<file path="config.mk">
export PLATFORM = sky130hd
export DESIGN_NAME = pc_fetch_unit
export DESIGN_NICKNAME = d
export VERILOG_FILES = /design/src/rtl/pc_fetch_unit.sv
export SDC_FILE = /design/constraint.sdc
export NUM_CORES = 1
export LEC_CHECK = 0
export ABC_AREA = 1
export ABC_CLOCK_PERIOD_IN_PS = 3300
export BUFFER_PORTS_ARGS = -buffer_cell sky130_fd_sc_hd__buf_4
export CORE_ASPECT_RATIO = 0.9
export CORE_MARGIN = 5
export CORE_UTILIZATION = 29
export DETAILED_ROUTE_END_ITERATION = 7
export PLACE_DENSITY_LB_ADDON = 0.2
export SYNTH_ARGS = -nofsm -noshare
export SYNTH_HDL_FRONTEND = slang
export SYNTH_SLANG_ARGS = --single-unit
</file>
<file path="constraint.sdc">
create_clock -name clk -period 3.3 [get_ports clk]
set_clock_uncertainty 0.05 [all_clocks]
set_input_delay 0.66 -clock clk [delete_from_list [all_inputs] [get_ports clk]]
set_output_delay 0.66 -clock clk [all_outputs]
set_load 0.005 [all_outputs]
</file>
<file path="src/rtl/pc_fetch_unit.sv">
// Program counter and instruction fetch sequencer for the Lab4 MIPS core.
// Fetches over a req/ack handshake and presents instructions under valid/ready.
module pc_fetch_unit #(
   parameter logic [31:0] RESET_PC = 32'h0000_0000
) (
   input  logic        clk,
   input  logic        rst_n,
   output logic        imem_req,
   output logic [31:0] imem_addr,
   input  logic        imem_ack,
   input  logic [31:0] imem_rdata,
   output logic [31:0] instr,
   output logic        instr_valid,
   input  logic        instr_ready,
   output logic [31:0] pc_out,
   output logic [31:0] pc_plus4,
   input  logic [31:0] branchAddress,
   input  logic        jump_en,
   input  logic [25:0] jump_index,
   input  logic        jr_en,
   input  logic [31:0] jr_addr,
   output logic        addr_err,
   output logic [31:0] retire_count
);

   typedef enum logic [1:0] {IDLE, REQ, VALID} state_t;

   state_t      state;
   state_t      state_next;
   logic [31:0] pc;
   logic [31:0] next_pc;
   logic        fetch_done;
   logic        retire;

   always_ff @(posedge clk or negedge rst_n) begin
      if (!rst_n) begin
         state <= IDLE;
      end else begin
         state <= state_next;
      end
   end

   always_comb begin
      state_next = state;
      case (state)
         IDLE:    state_next = REQ;
         REQ:     if (imem_ack)    state_next = VALID;
         VALID:   if (instr_ready) state_next = REQ;
         default: state_next = IDLE;
      endcase
   end

   always_comb begin
      imem_req    = (state == REQ);
      instr_valid = (state == VALID);
      fetch_done  = (state == REQ)   && imem_ack;
      retire      = (state == VALID) && instr_ready;
   end

   assign pc_plus4  = pc + 32'd4;
   assign pc_out    = pc;
   assign imem_addr = pc;

   // Redirect priority: JR over J/JAL over taken branch over sequential.
   always_comb begin
      if (jr_en) begin
         next_pc = {jr_addr[31:2], 2'b00};
      end else if (jump_en) begin
         next_pc = {pc_plus4[31:28], jump_index, 2'b00};
      end else if (branchAddress != 32'd0) begin
         next_pc = pc_plus4 + branchAddress;
      end else begin
         next_pc = pc_plus4;
      end
   end

   always_ff @(posedge clk or negedge rst_n) begin
      if (!rst_n) begin
         pc           <= RESET_PC;
         instr        <= 32'd0;
         addr_err     <= 1'b0;
         retire_count <= 32'd0;
      end else begin
         if (fetch_done) begin
            instr <= imem_rdata;
         end
         if (retire) begin
            pc           <= next_pc;
            retire_count <= retire_count + 32'd1;
            if (jr_en && (jr_addr[1:0] != 2'b00)) begin
               addr_err <= 1'b1;
            end
         end
      end
   end

endmodule
</file>
==> results.tsv <==
stage	metric	value	unit
synth	netlist_area	8290	sq um
timing	rsz0062_at_grt	yes	
clock_network	htreeDepth	3	
cells_and_area	antenna_cells	0	
global_route	grt_max_degree	45	
synth	ys_ff_latch	99	
setup_path	cp_data_arrival_time	3380	ps
status	status	finished, final reports clean	
setup_path	criticalPathCategory	reg -> reg	
die	chipWidth	188	microns
cells_and_area	multiInputGateArea	5310	sq um
synth	yosysWarnings	0	
cells_and_area	filler_cell_count	2961	
drt	dr.pass1.iters	6	
global_route	grt_pass1_vias	9303	
clock_network	tritoncts	done	
cells_and_area	design_area	12100	sq um
timing	finalCritPeriodShare	96.8	%
drt	wl	34800	microns
die	die_h	170	microns
timing	final_max_slew_viol_count	0	
die	die_area	32100	sq um
synth	synth_area_leaders	dfrtp_1, nand2_1, inv_1	
synth	synthFlopType	dfrtp_1	
drt	drtIter0Drc	588	
drt	wire_per_inst	18.1	microns
synth	synth.distinct_cells	48	
synth	yosysMostFrequentCell	nand2_1	
placement	numPortBuffers	290	
cells_and_area	drive_gt1_share	35.9	%
setup_path	worstPathMaxFanout	5	
cells_and_area	nets	1723	
worst_hold_path	holdCritPathClass	in -> async	
setup_path	crit_path_frequent_cell	nand2_1	
clock_network	clock-root-buffer	clkbuf_16	
synth	ys_seq_area_share	29.9	%
die	coreArea	28100	sq um
cells_and_area	layout.cells.non_filler	1919	
die	ios	291	
die	initial_utilization	29.5	%
clock_network	cts_inserted_buffers	9	
timing	finalHoldViolations	0	
cells_and_area	syn2layout_area_growth	45.6	%
setup_path	slowest_stage	dfrtp_2	
placement	place_area	11300	sq um
cells_and_area	regArea	2490	sq um
clock_network	path_clk_slew	80	ps
clock_network	cts_sinks	99	
timing	fmax	313	MHz
pwr	vdd_drop_max	0.000386	V
synth	async_flop_share	100	%
timing	finalSetupViolCount	0	
setup_path	worstPathCellList	buf_4, nand4_1, buf_4, nor3_1, nand2_1, nand2_1, nand2_2, inv_1, ha_4, nand2_1, inv_1, a21oi_1, o21ai_0, a21oi_1, nand2_1, nand2_1, nand3_1, nand2_1, a21boi_1	
drt	via_count	9216	
global_route	overflow	0	
setup_path	crit_path_start_kind	flip-flop	
synth	synthCells	1206	
pwr	p_leak	0.00636	uW
job	drv_cap	0	
global_route	grt_usage	21.2	%
synth	synth.avg_cell_area	6.87	sq um
drt	ant_nets	0	
synth	synth_nets	1375	
global_route	antenna_found_initial	0	
synth	synth_top_cell_area_share	29.9	%
timing	fin_crit	3190	ps
setup_path	worst_path_largest_cell_delay	420	ps
synth	synth_common_cells	nand2_1, inv_1, nor2_1	
placement	hpwl	28900	microns
drt	drc	0	
clock_network	clock_path_buffers	2	
timing	whs	250	ps
global_route	grt_pass1_wl	53400	microns
setup_path	endpoint_kind	flip-flop	
pwr	power_density	790	nW/um^2
setup_path	required	3480	ps
timing	slew_headroom	41.1	%
clock_network	clk_latency	350	ps
timing	tightest_slew	882	ps
synth	synth_edf_count	0	
timing	tns	0	ps
placement	place_inst	1896	
die	rows	58	
placement	gp_congestion	0.952	
drt	avgViaCountPerCell	4.80	
synth	synth_top_cell_by_area	dfrtp_1	
[layout by cell type (no fill, tap or decap), types with 4 or more instances in the layout]
master,netlist,layout
buf_4,34,395
nand2_1,351,332
inv_1,145,141
nor2_1,140,118
dfrtp_1,99,91
nand3_1,70,66
a21oi_1,71,62
xor2_1,40,36
mux2_2,32,32
ha_1,40,31
o21ai_0,32,27
nor2_2,6,21
nand2_2,1,19
xnor2_1,18,18
nor3_1,19,14
nand4_1,14,14
o21bai_1,10,10
a21oi_2,0,9
clkbuf_16,0,9
nor2_4,1,8
ha_4,0,8
dfrtp_2,0,8
o22ai_1,7,7
o221a_2,6,6
nor3_4,1,5
inv_2,1,5
nand3_2,2,5
o221ai_1,5,5
xor2_2,0,4
and2_1,4,4
or2_2,4,4
o21ai_1,1,4
[path summary, 6_finish.rpt]
path | start | end | slack, ps | depth (start not counted)
min in group clk | retire_count[31] | retire_count[31] | 430 | 1
worst min-delay path | rst_n | retire_count[24] | 250 | 1
worst max register to register | imem_addr[8] | imem_addr[29] | 110 | 19
worst max-delay path | imem_addr[8] | imem_addr[29] | 110 | 19
max in group asynchronous | rst_n | retire_count[1] | 2200 | 2
worst min register to register | retire_count[31] | retire_count[31] | 430 | 1
[layout make-up]
| type | instances | share of cell area [%] |
|---|---|---|
| repair buffers | 395 | 24.6 |
| multi-input cells | 903 | 44.0 |
| inverters | 146 | 4.54 |
| clock buffers | 9 | 1.87 |
| clock inverters | 7 | 0.664 |
| flip-flops and latches | 99 | 20.6 |
| well taps | 360 | 3.73 |
[cell families (layout without fill, tap and decap cells)]
logic type,count (synthesis),in the layout,synth area share [%]
simple gates,628,628,32.2
buf+inv,204,557,10.9
compound gates,144,144,10.2
xor+xnor,58,58,6.13
mux,32,32,4.35
fa+ha+maj,41,41,6.28
flops,99,99,29.9
[timing repair]
item / 4_1_cts / 5_1_grt
hold buffers: 0 / 0
endpoints found under the setup margin: 2 / 22
buffers inserted: 0 / 7
pin swaps: 0 / 14
gates resized for setup: 5 / 104
[flip-flops by register name, indices dropped and copies added, names as in the netlist]
| register | cells |
|---|---|
| state | 2 |
| instr | 32 |
| addr_err | 1 |
| imem_addr | 32 |
| retire_count | 32 |
[through the flow]
stage / worst slack, ps / utilization (%) / power [uW]
after global routing: -23.3 / 43.0 / 10400
after CTS: -8.47 / 41.4 / 9200
after detailed placement: -69.9 / 40.2 / 8060
final: 105 / 43.0 / 9540
after floorplan: 506 / - / 5110
after global placement: -74.0 / 40.2 / 8040
[power breakdown]
| part | leakage [uW] | switching, uW | internal (uW) |
|---|---|---|---|
| clock network | 0.000145 | 533 | 539 |
| logic | 0.00499 | 3320 | 3060 |
| registers | 0.00122 | 444 | 1640 |
[critical path, delay by kind of cell (launching register included)]
| kind | cells | cell delay (ps) |
|---|---|---|
| DFF | 1 | 420 |
| and+or+nand+nor | 10 | 1060 |
| AOI/OAI and AO/OA | 4 | 720 |
| buffers and inverters | 4 | 550 |
| adders and majority gates | 1 | 240 |
[routing by layer]
layer | part of all wire [%] | global-route usage [%]
met5 | 0 | 0
met4 | 1.4 | 3.80
met3 | 8.4 | 5.33
met2 | 45 | 33.8
met1 | 46 | 29.6
Power figures use the tool's default switching activity.
